**src/rtl/scale_mux_arbiter.sv**
```systemverilog
// Two-requester round-robin arbiter driving a registered 2:1 mux select and a
// registered valid/ready output stage, with a burst limit per grant.
module scale_mux_arbiter #(
  parameter int SIZE  = 8,
  parameter int BURST = 4
) (
  input  logic            CLK,
  input  logic            RST_N,
  input  logic [SIZE-1:0] A,
  input  logic            REQ_A,
  output logic            ACK_A,
  input  logic [SIZE-1:0] B,
  input  logic            REQ_B,
  output logic            ACK_B,
  output logic            SEL,
  output logic [SIZE-1:0] OUT,
  output logic            OUT_VALID,
  input  logic            OUT_READY
);

  localparam int CW = $clog2(BURST) + 1;
  localparam logic [CW-1:0] CntMax = CW'(BURST - 1);

  typedef enum logic [1:0] {IDLE, GRANT_A, GRANT_B} state_t;

  state_t          state_q, state_d;
  logic            sel_q, sel_d;
  logic [SIZE-1:0] out_q, out_d;
  logic            valid_q, valid_d;
  logic [CW-1:0]   cnt_q, cnt_d;
  logic            last_q, last_d;
  logic            space;

  assign space     = !valid_q || OUT_READY;
  assign ACK_A     = RST_N && (state_q == GRANT_A) && REQ_A && space;
  assign ACK_B     = RST_N && (state_q == GRANT_B) && REQ_B && space;
  assign SEL       = sel_q;
  assign OUT       = out_q;
  assign OUT_VALID = valid_q;

  always_comb begin
    state_d = state_q;
    cnt_d   = cnt_q;
    last_d  = last_q;
    case (state_q)
      IDLE: begin
        if (REQ_A && (!REQ_B || last_q)) begin
          state_d = GRANT_A;
          last_d  = 1'b0;
          cnt_d   = '0;
        end else if (REQ_B) begin
          state_d = GRANT_B;
          last_d  = 1'b1;
          cnt_d   = '0;
        end
      end
      GRANT_A: begin
        if (!REQ_A) begin
          cnt_d   = '0;
          state_d = REQ_B ? GRANT_B : IDLE;
          if (REQ_B) last_d = 1'b1;
        end else if (ACK_A) begin
          if (cnt_q == CntMax) begin
            cnt_d = '0;
            if (REQ_B) begin
              state_d = GRANT_B;
              last_d  = 1'b1;
            end
          end else begin
            cnt_d = cnt_q + CW'(1);
          end
        end
      end
      GRANT_B: begin
        if (!REQ_B) begin
          cnt_d   = '0;
          state_d = REQ_A ? GRANT_A : IDLE;
          if (REQ_A) last_d = 1'b0;
        end else if (ACK_B) begin
          if (cnt_q == CntMax) begin
            cnt_d = '0;
            if (REQ_A) begin
              state_d = GRANT_A;
              last_d  = 1'b0;
            end
          end else begin
            cnt_d = cnt_q + CW'(1);
          end
        end
      end
      default: begin
        state_d = IDLE;
        cnt_d   = '0;
      end
    endcase
    sel_d = (state_d == GRANT_B);
  end

  // Output stage: a transfer loads new data; otherwise a consumed word drains.
  always_comb begin
    out_d   = out_q;
    valid_d = valid_q;
    if (ACK_A) begin
      out_d   = A;
      valid_d = 1'b1;
    end else if (ACK_B) begin
      out_d   = B;
      valid_d = 1'b1;
    end else if (OUT_READY) begin
      valid_d = 1'b0;
    end
  end

  always_ff @(posedge CLK) begin
    if (!RST_N) begin
      state_q <= IDLE;
      sel_q   <= 1'b0;
      out_q   <= '0;
      valid_q <= 1'b0;
      cnt_q   <= '0;
      last_q  <= 1'b1;
    end else begin
      state_q <= state_d;
      sel_q   <= sel_d;
      out_q   <= out_d;
      valid_q <= valid_d;
      cnt_q   <= cnt_d;
      last_q  <= last_d;
    end
  end

endmodule

```
**config.mk**
```make
export PLATFORM = sky130hd
export DESIGN_NAME = scale_mux_arbiter
export DESIGN_NICKNAME = d
export VERILOG_FILES = /design/src/rtl/scale_mux_arbiter.sv
export SDC_FILE = /design/constraint.sdc
export NUM_CORES = 1
export LEC_CHECK = 0
export ABC_AREA = 0
export BUFFER_PORTS_ARGS = -buffer_cell sky130_fd_sc_hd__buf_2
export CORE_MARGIN = 2
export CORE_UTILIZATION = 35
export DETAILED_ROUTE_END_ITERATION = 10
export PLACE_DENSITY_LB_ADDON = 0.05
export SYNTH_ARGS = -nofsm -noshare
export SYNTH_HDL_FRONTEND = slang
export SYNTH_SLANG_ARGS = --single-unit
```
**constraint.sdc**
```tcl
create_clock -name CLK -period 1.64 [get_ports CLK]
set_input_delay 0 -clock CLK [delete_from_list [all_inputs] [get_ports CLK]]
set_output_delay 0 -clock CLK [all_outputs]
set_load 0.05 [all_outputs]
```
Word level (Yosys, flattened, before mapping)
Cells that the tools add are included.
Cells by class
  add/sub/neg operators: 1
  eq/ne operators: 9
  muxes and demuxes: 35
  reductions and logical operators: 17
Operator list (count)
  3-bit two-way mux: 7
  2-bit two-way mux: 10
  8-bit two-way mux: 2
  1-bit two-way mux: 13
  3-bit != test (second input constant): 3
  3-bit case mux with 3 select lines: 1
  1-bit logical AND: 7
  3-bit by 2-bit != test with 1-bit output (second input constant): 2
  2-bit case mux with 3 select lines: 1
  3-bit nonzero test: 2
  5-bit AND reduction: 1
  2-bit == test (second input constant): 2
  3-bit by 1-bit adder with 3-bit output (second input constant): 1
  3-bit by 2-bit == test with 1-bit output (second input constant): 1
  1-bit case mux with 3 select lines: 1
  3-bit AND reduction: 1
  2-bit by 1-bit == test with 1-bit output (second input constant): 1
  1-bit logical NOT: 2
  2-bit logical NOT: 1
  1-bit logical OR: 2
  2-bit nonzero test: 1
Storage, ports and cells
  register bits: 16
  input bits: 21
  logic and storage cells: 68
  output and inout port bits: 12

Depth between registers and ports, before layout
Gate-level depths: netlist of run 1.
  depth after elaboration: 8
  mapped depth: 7
  gate-level depth less buffers: 6

Worst setup path after synthesis of run 1
OpenSTA, ideal clock, no wires.
  kind: reg-to-reg
  from: reg valid_q, in the netlist OUT_VALID
  to: reg sel_q, in the netlist SEL
  path buffers: 1
  arrival: 1.601 ns
  library setup time: 0.070 ns
  slack: -0.031 ns
  data required time: 1.570 ns
  period minus slack after synthesis: 1.671 ns
  cell stages (with the launch flop): 6
  path through: dfxtp_1 > nand2b_1 > buf_2 > a41o_1 > a222oi_1 > a21boi_1
Between the ends
  longest elaborated chain between the ends: 7
  elaborated cells on any way between the ends: 10
  classes of those cells: 1 x eq/ne; 5 x mux; 4 x reduce/logical
Ends and longest elaborated chain
  start: declaration: RTL line 29  | logic valid_q, valid_d;
  start signal: assignment: RTL line 126  | valid_q <= valid_d;
  1-bit logical NOT (*): RTL line 34  | assign space = !valid_q || OUT_READY;
  1-bit logical OR (*): RTL line 34
  1-bit logical AND (on tied branches): RTL line 36, 35
  2-bit two-way mux (on tied branches): RTL line 79, 62
  2-bit two-way mux (on tied branches): RTL line 75, 58
  2-bit case mux with 3 select lines (*): RTL line 45  | case (state_q)
  2-bit == test (*): RTL line 96  | sel_d = (state_d == GRANT_B);
  end signal: assignment: RTL line 124  | sel_q <= sel_d;
  end: declaration: RTL line 27  | logic sel_q, sel_d;
Mark *: on every way between the ends. The rest lies on a longest branch, timed or not.
A chain may end at the register's enable or synchronous reset.

Final worst setup path of run 1
  from: reg state_q[0]
  to: reg cnt_q[1]
Between the ends
  longest elaborated chain between the ends: 6
  elaborated cells on any way between the ends: 14
  classes of those cells: 5 x eq/ne; 1 x mux; 8 x reduce/logical
Ends and longest elaborated chain
  start: declaration: RTL line 26  | state_t state_q, state_d;
  start signal: assignment: RTL line 123  | state_q <= state_d;
  2-bit == test / 2-bit by 1-bit == test with 1-bit output (equally long branches): RTL line 36, 45, 35
  1-bit logical AND (on tied branches) (3 in series): RTL line 36, 35
  3-bit != test (no source line)
  3-bit AND reduction (no source line)
  end signal: assignment: RTL line 127  | cnt_q <= cnt_d;
  end: declaration: RTL line 30  | logic [CW-1:0] cnt_q, cnt_d;
Several ways; a longest one is shown, not always the timed one.

==> flow_summary_export.csv, run 1 <==
group,metric,value,unit
setup_path,reg2reg_slack,90,ps
clock_network,cts_buffers,3,
setup_path,crit_path_max_fanout,5,
logic_synthesis,seq_area_frac_synth,0.3404,
timing,post-route-min-period,1546,ps
drt,vias,1051,
logic_synthesis,yosys-top-cells-area,"dfxtp_1 (34%), a311oi_1 (7.4%), ha_1 (6.6%)",
timing,finalSetupViolations,0,
final_layout,most-common-layout-cells,"buf_2 (32), dlygate4sd3_1 (16), nand2_1 (15), nor2_1 (15), dfxtp_1 (13)",
global_route,grt_max_degree,19,
setup_path,r2r-start,"state_q[0]",
power_and_ir_drop,p_sw,480.6,uW
power_and_ir_drop,sequentialPowerShare,0.370,
setup_path,start_kind,"flop",
timing,whs,9.734,ps
power_and_ir_drop,p_sw_frac,0.3783,
timing,timing.fmax,0.6466,GHz
final_layout,nNetsFinal,196,
drt,first_iter_violations,37,
setup_path,worstSetupEndpoint,"cnt_q[1]",
setup_path,path_class,"flop to flop",
clock_network,clk_latency,300,ps
logic_synthesis,syn_nets,141,
setup_path,crit_path_end_kind,"flop",
placed_design,gp_congestion,0.9075,
logic_synthesis,ys_warn_count,0,
timing,finalClockSkew,2.708,ps
final_layout,diodes,0,
placed_design,place_ws,9.424,ps
logic_synthesis,syn_area,940.9,um^2
setup_path,critPathArrivalTime,1790,ps
drt,route.met2.wl,1177,um
logic_synthesis,synth_area_per_cell,8.182,um^2
power_and_ir_drop,power.density,903.3,mW/mm^2
placed_design,portBuffers,32,
die,die_x,55.85,um
logic_synthesis,yosysTopAreaCell,"dfxtp_1",
drt,via_per_inst,5.281,
global_route,grt_pass1_vias,975,
clock_network,cts_tree,"done",
placed_design,dp_cells,177,
drt,wl_per_cell,12.85,um
global_route,grt_antenna_before_repair,0,
drt,wirelength,2557,um
timing,drv_slew,0,
run_status,outcome,"completed",
die,rows,18,
logic_synthesis,synth-seq-cells,16,
placed_design,dp_hpwl,1777,um
clock_network,htree_levels,1,
die,core_area,0.002522,mm^2
power_and_ir_drop,leakagePower,0.6294,nW
setup_path,reg2reg_depth,8,
clock_network,clock_sinks,16,
logic_synthesis,synth.top_cell.area_share,0.3404,
final_layout,drive_above_1_share,0.3373,
timing,worstMarginPinSlew,377.1,ps
die,io_pins,33,
global_route,grt_use_total,0.1701,
final_layout,instances_no_fill,199,
logic_synthesis,syn-instance-count,115,
drt,wl_met1,1162,um
flow_run,cap_viol_max_count,0,
timing,slew_headroom,0.7486,
global_route,grt_pass1_wl,4271,um
die,initial_core_util,0.3730,
setup_path,cp.required,1880,ps
final_layout,final_common_cell,"buf_2",
power_and_ir_drop,internal_power,789.8,uW
min_path,hp-class,"primary input to flop",
drt,wl_met3,151,um
die,die_area,0.003119,mm^2
final_layout,n_fill_cell,242,
logic_synthesis,ys_types,36,
clock_network,clockRootBuffer,"clkbuf_4",
clock_network,clk_pin_slew,100,ps
final_layout,area_delta_synth_final,49.47,%
min_path,hp-start,"A[4]",
timing,finalCritPeriodShare,0.9430,
power_and_ir_drop,ir_drop,507.5,uV
drt,top_layer_used,"met4",
timing,finalHoldViolations,0,
drt,final_antenna_net_count,0,
die,chipHeight,55.85,um
power_and_ir_drop,p_clk_frac,0.219,
global_route,grt_remaining_overflow,0,
drt,firstDrtPassIters,4,
timing,worst_slack,93.50,ps
power_and_ir_drop,pwr-share-comb,0.410,
drt,drc,0,
setup_path,worst_r2r_endpoint,"cnt_q[1]",
clock_network,clk_path_buf_depth,2,
setup_path,cp-startpoint,"state_q[0]",
-- worst min path at each step --
stage / endpoint / slack, ps / cells past startpoint
floorplan: last_q / 90 / 1
global placement: OUT[1] / 270 / 3
detailed placement: OUT[1] / 280 / 3
CTS: OUT[4] / 6 / 3
global route: OUT[4] / 20 / 3
finish: OUT[4] / 10 / 3
-- metrics by stage --
stage,util,power [mW],setup TNS (ps),instance area (um^2)
after floorplan,-,0.8024,0,942.2
after global placement,0.4618,0.9347,0,1165
after detailed placement,0.4618,0.9384,0,1165
after CTS,0.5407,1.250,0,1364
after global routing,0.5575,1.345,-1.793,1406
final,0.5575,1.270,0,1406
-- area by class of cell --
type                    count  area, um^2  area share
clock buffers               4       36.28     0.02580
inverters                   6       22.52     0.01601
multi-input cells          86       583.1      0.4146
flip-flops and latches     16       326.6      0.2322
repair buffers             57       400.4      0.2847
well taps                  30       37.54     0.02669
-- registers in the layout, summed over array words and instances (netlist names) --
register and count:
OUT 8, last_q 1, cnt_q 3, SEL 1, OUT_VALID 1, state_q 2
-- cells in the mapped netlist, drive strengths merged --
library cell and number:
a21boi 1, a222oi 1, clkbuf 3, dfxtp 16, or3 1, a21bo 1, nand2b 3, buf 4
o2bb2ai 1, a21o 3, o21ai 1, nand4 4, o311ai 1, a211oi 1, o22ai 1, o221ai 1
nand3 9, nor3 1, and2b 1, nor3b 1, ha 5, inv 6, a22oi 2, mux2 1
a21oi 3, or2b 1, a31oi 1, nor2 15, a211o 1, and2 1, nand2 15, a311oi 8
a41o 1
-- power by group through the flow --
stage / Sequential (mW) / Clock (mW) / Combinational [mW]
final: 0.471 / 0.278 / 0.521
after global routing: 0.477 / 0.299 / 0.570
after floorplan: 0.562 / 0 / 0.240
after global placement: 0.472 / 0 / 0.463
after CTS: 0.463 / 0.288 / 0.499
after detailed placement: 0.471 / 0 / 0.467
-- per-layer routing --
layer | vias up | global-route usage
met5 | - | 0
met4 | 0 | 0.08163
met3 | 7 | 0.02326
met2 | 38 | 0.2806
met1 | 478 | 0.2178
li1 | 528 | -
-- critical path: stages, from the launching register on --
cell     delay, ps
dfxtp_4        380
inv_2          100
ha_4           160
a22oi_2         70
buf_4          160
a21o_1         180
buf_4          140
a21bo_2        180
a21oi_1        110
-- cells by family after synthesis --
family,after synthesis,share of synthesized area
and+or+nand+nor,52,0.2713
buffers and inverters,13,0.06649
DFF,16,0.3404
muxes,1,0.01595
adders and majority gates,5,0.06649
AOI/OAI and AO/OA,28,0.2394
-- repair_timing --
action,4_1_cts,5_1_grt
resized for setup,1,8
hold endpoints to repair,10,0
setup endpoints to repair,1,13
pin swaps,0,4
setup buffers,0,2
hold buffers,16,0
Power figures use the tool's default switching activity.
==> run 2: changes to the inputs <==
==> constraint.sdc (replaced) <==
create_clock -name CLK -period 1.64 [get_ports CLK]
set_input_delay 0.246 -clock CLK [delete_from_list [all_inputs] [get_ports CLK]]
set_output_delay 0.246 -clock CLK [all_outputs]
set_load 0.05 [all_outputs]
==> flow_summary_export.csv, run 2 (same netlist as run 1, synthesis figures left out) <==
group,metric,value,unit
clock_network,cts_buffers,3,
global_route,grt_use_total,0.1685,
final_layout,register_area,324.1,um^2
drt,top_layer_used,"met4",
final_layout,most-common-layout-cells,"buf_2 (30), buf_4 (15), dfxtp_1 (13), nand2_1 (13), nor2_1 (13)",
die,io_pins,33,
drt,wl_met3,165,um
final_layout,instances_no_fill,189,
final_layout,multiInputGateArea,601.8,um^2
power_and_ir_drop,power.density,913.6,mW/mm^2
timing,finalClockSkew,6.851,ps
setup_path,path_class,"flop to output pin",
die,die_x,55.85,um
timing,slew_headroom,0.7233,
global_route,grt_remaining_overflow,0,
clock_network,clk_path_buf_depth,2,
global_route,grt_max_degree,17,
timing,finalSetupViolations,0,
placed_design,gp_congestion,0.8623,
setup_path,reg2reg_depth,7,
clock_network,cts_tree,"done",
setup_path,crit_path_max_fanout,3,
timing,timing.fmax,0.6349,GHz
min_path,hold_end,"OUT[6]",
drt,firstDrtPassIters,4,
final_layout,area_delta_synth_final,39.63,%
timing,post-route-min-period,1575,ps
final_layout,nNetsFinal,187,
power_and_ir_drop,leakagePower,0.5965,nW
drt,first_iter_violations,25,
final_layout,final_common_cell,"buf_2",
drt,wl_per_cell,13.66,um
drt,vias,1011,
setup_path,cp.required,1390,ps
clock_network,clockRootBuffer,"clkbuf_4",
clock_network,cts_setup_buffers,0,
clock_network,clk_pin_slew,90,ps
global_route,grt_antenna_before_repair,0,
clock_network,ctsHoldBuffers,0,
setup_path,critPathArrivalTime,1330,ps
flow_run,cap_viol_max_count,0,
drt,wl_met1,1138,um
clock_network,htree_levels,1,
die,die_area,0.003119,mm^2
drt,wirelength,2581,um
timing,worstMarginPinSlew,415.0,ps
clock_network,clk_latency,280,ps
die,core_area,0.002522,mm^2
placed_design,dp_hpwl,1903,um
min_path,hp-start,"B[6]",
drt,drc,0,
die,chipHeight,55.85,um
timing,finalCritPeriodShare,0.9604,
run_status,outcome,"completed",
setup_path,worst_r2r_endpoint,"OUT[1]",
final_layout,n_fill_cell,256,
placed_design,dp_cells,186,
min_path,holdPathStages,3,
die,rows,18,
setup_path,reg2reg_slack,100,ps
global_route,grt_pass1_wl,4202,um
timing,drv_slew,0,
min_path,hp-class,"primary input to flop",
setup_path,start_kind,"flop",
timing,finalHoldViolations,0,
clock_network,clock_sinks,16,
timing,tns,0,ps
placed_design,portBuffers,32,
drt,route.met2.wl,1236,um
final_layout,diodes,0,
drt,via_per_inst,5.349,
power_and_ir_drop,ir_drop,526.5,uV
die,initial_core_util,0.3730,
setup_path,r2r-start,"state_q[1]",
final_layout,drive_above_1_share,0.4277,
global_route,grt_pass1_vias,996,
setup_path,crit_path_end_kind,"output pin",
final_layout,largest_reg_flops,8,
drt,final_antenna_net_count,0,
## run 2: final cells by class
| class | instances | area share |
|---|---|---|
| Sequential cell | 16 | 0.2467 |
| Multi-Input combinational cell | 86 | 0.4581 |
| Inverter | 6 | 0.01714 |
| Clock buffer | 3 | 0.01714 |
| Timing Repair Buffer | 48 | 0.2324 |
| Tap cell | 30 | 0.02857 |
## run 2: what timing repair did
item                                    CTS  global route
pin swaps                                 1             3
endpoints found under the setup margin    2            10
resized for setup                        10             8
gates cloned                              0             0
## run 2: worst max-delay path by stage
stage | slack [ps] | to | cells after the start | from
6_report | 60 | ACK_B | 6 | state_q[1]
2_1_floorplan | -70 | ACK_A | 4 | state_q[1]
4_1_cts | 9 | ACK_B | 6 | state_q[0]
5_1_grt | -30 | ACK_A | 5 | state_q[1]
3_3_place_gp | 50 | SEL | 5 | REQ_A
3_5_place_dp | 50 | SEL | 5 | REQ_A
## run 2: worst max-delay path, cell delays in order, from the launching register on
cell and delay [ps]:
dfxtp_2 330, buf_4 140, ha_4 150, buf_4 140
nand2_2 100, nor2_4 40, buf_6 150
## run 2: power breakdown
group / total [mW] / switching (mW) / leakage, nW / internal (mW)
Sequential: 0.468 / 0.0304 / 0.132 / 0.438
Combinational: 0.528 / 0.317 / 0.451 / 0.211
Clock: 0.204 / 0.119 / 0.0138 / 0.0851
Total: 1.20 / 0.467 / 0.597 / 0.733
## run 2: through the flow
| step | total power, mW | area [um^2] | hold WS, ps | util | setup WS [ps] |
|---|---|---|---|---|---|
| final | 1.200 | 1314 | 223.8 | 0.5208 | 64.90 |
| after CTS | 1.195 | 1287 | 209.6 | 0.5104 | 8.655 |
| after detailed placement | 0.9674 | 1232 | 431.5 | 0.4886 | 49.60 |
| after global placement | 0.9658 | 1232 | 443.1 | 0.4886 | 47.11 |
| after global routing | 1.288 | 1314 | 219.5 | 0.5208 | -34.62 |
| after floorplan | 0.8024 | 942.2 | 337.3 | - | -72.21 |
## run 2: layer usage
| layer | global-route usage | vias to the layer above |
|---|---|---|
| li1 | - | 512 |
| met1 | 0.1949 | 455 |
| met2 | 0.2976 | 38 |
| met3 | 0.04419 | 6 |
| met4 | 0.06122 | 0 |
| met5 | 0 | - |
==> run 3: changes to the inputs <==
--- a/config.mk
+++ b/config.mk
@@ -7,7 +7,7 @@
 export LEC_CHECK = 0
 export ABC_AREA = 0
 export BUFFER_PORTS_ARGS = -buffer_cell sky130_fd_sc_hd__buf_2
-export CORE_MARGIN = 2
+export CORE_MARGIN = 4
 export CORE_UTILIZATION = 35
 export DETAILED_ROUTE_END_ITERATION = 10
 export PLACE_DENSITY_LB_ADDON = 0.05
==> flow_summary_export.csv, run 3 (same netlist as run 1, synthesis figures left out) <==
group,metric,value,unit
run_status,outcome,"completed",
placed_design,dp_hpwl,1981,um
die,chipHeight,59.85,um
min_path,hp-class,"primary input to flop",
drt,first_iter_violations,46,
setup_path,worst_r2r_endpoint,"SEL",
timing,post-route-min-period,1545,ps
final_layout,largest_reg_flops,8,
drt,final_antenna_net_count,0,
global_route,grt_pass1_wl,3967,um
drt,drc,0,
power_and_ir_drop,pwr-share-comb,0.406,
global_route,top_usage_layer,"met2",
die,io_pins,33,
drt,wirelength,2619,um
global_route,use_met1,0.1860,
global_route,met2_usage,0.2284,
timing,slew_headroom,0.7583,
clock_network,ctsHoldBuffers,0,
clock_network,clk_path_buf_depth,2,
power_and_ir_drop,ir_drop,503.1,uV
min_path,holdPathStages,3,
final_layout,area_delta_synth_final,37.37,%
setup_path,path_class,"flop to flop",
timing,finalSetupViolations,0,
final_layout,multiInputGateArea,591.8,um^2
final_layout,register_area,329.1,um^2
drt,vias,989,
power_and_ir_drop,internal_power,777.6,uW
power_and_ir_drop,sequentialPowerShare,0.377,
timing,worstMarginPinSlew,362.5,ps
setup_path,crit_path_max_fanout,6,
setup_path,crit_path_end_kind,"flop",
power_and_ir_drop,power,1.259,mW
timing,finalCritPeriodShare,0.9423,
global_route,grt_max_degree,19,
global_route,grt_pass1_vias,886,
power_and_ir_drop,leakagePower,0.5780,nW
placed_design,gp_congestion,0.8324,
final_layout,diodes,0,
power_and_ir_drop,p_clk_frac,0.217,
final_layout,n_fill_cell,250,
power_and_ir_drop,p_sw_frac,0.3824,
global_route,met3_usage,0.03240,
flow_run,cap_viol_max_count,0,
die,core_area,0.002522,mm^2
global_route,grt_remaining_overflow,0,
global_route,grt_use_total,0.1474,
power_and_ir_drop,p_sw,481.5,uW
setup_path,reg2reg_slack,90,ps
setup_path,start_kind,"flop",
clock_network,cts_buffers,3,
drt,via_per_inst,5.317,
setup_path,reg2reg_depth,4,
clock_network,htree_levels,1,
setup_path,cp.required,1870,ps
setup_path,r2r-start,"cnt_q[0]",
setup_path,critPathArrivalTime,1770,ps
timing,finalHoldViolations,0,
timing,timing.fmax,0.6471,GHz
timing,tns,0,ps
die,die_area,0.003582,mm^2
die,die_x,59.85,um
clock_network,clk_pin_slew,100,ps
final_layout,nNetsFinal,183,
placed_design,portBuffers,32,
clock_network,clockRootBuffer,"clkbuf_4",
clock_network,cts_tree,"done",
final_layout,most-common-layout-cells,"buf_2 (30), nand2_1 (15), dfxtp_1 (13), nor2_1 (13), buf_4 (11)",
clock_network,clock_sinks,16,
min_path,hold_end,"OUT[0]",
die,initial_core_util,0.3730,
drt,wl_per_cell,14.08,um
die,rows,18,
final_layout,drive_above_1_share,0.4038,
timing,drv_slew,0,
min_path,hp-start,"B[0]",
clock_network,clk_latency,290,ps
final_layout,final_common_cell,"buf_2",
global_route,grt_antenna_before_repair,0,
power_and_ir_drop,power.density,974.1,mW/mm^2
timing,finalClockSkew,0.8357,ps
drt,firstDrtPassIters,4,
-- run 3: cell count changes in the layout (fill, tap and decap cells not counted), moves of 2 or more --
cell and change:
dfxtp_2 -2, dfxtp_4 +2, buf_4 -4, nand2_2 -2, nand2_1 +2
-- run 3: worst max-delay path, stage by stage, from the launching register on --
cell and delay (ps):
dfxtp_1 340, ha_1 270, a41o_1 240, a222oi_1 400
a21boi_2 230
-- run 3: cell type report --
class	count	share of cell area
Clock buffer	4	0.02807
Inverter	6	0.01742
Multi-Input combinational cell	86	0.4579
Sequential cell	16	0.2546
Tap cell	30	0.02904
Timing Repair Buffer	44	0.2130
-- run 3: per-stage QoR --
stage | instances | hold WS, ps | setup slack, ps | cell area [um^2] | utilization
after floorplan | 115 | 337.3 | -72.21 | 942.2 | -
after global placement | 181 | 436.7 | 65.77 | 1195 | 0.4737
after detailed placement | 181 | 434.2 | -5.285 | 1195 | 0.4737
after CTS | 185 | 200.9 | -13.79 | 1239 | 0.4911
after global routing | 186 | 199.7 | -3.557 | 1292 | 0.5124
final | 186 | 207.6 | 94.55 | 1292 | 0.5124
-- run 3: power groups by stage --
stage / Sequential, mW / Combinational [mW] / Clock [mW]
detailed placement: 0.477 / 0.481 / 0
CTS: 0.468 / 0.484 / 0.282
global route: 0.482 / 0.555 / 0.307
finish: 0.475 / 0.512 / 0.273
global placement: 0.474 / 0.474 / 0
floorplan: 0.562 / 0.240 / 0
-- run 3: timing repair --
item,CTS,global route
pin swaps,0,4
setup buffers,0,1
gates resized for setup,3,15
endpoints found under the hold margin,0,0
gates cloned,0,0
setup endpoints to repair,5,15
-- run 3: worst max path at each step --
stage,startpoint,to,slack (ps),cells past startpoint
2_1_floorplan,state_q[1],ACK_A,-70,4
3_3_place_gp,state_q[0],last_q,70,7
3_5_place_dp,state_q[0],OUT[4],-5,7
4_1_cts,state_q[0],ACK_B,-10,5
5_1_grt,state_q[1],ACK_A,-4,5
6_report,cnt_q[0],SEL,90,4
-- run 3: routing by layer --
layer	vias up	routed length, um
li1	504	-
met1	444	1125
met2	37	1229
met3	4	213
met4	0	51
met5	-	0
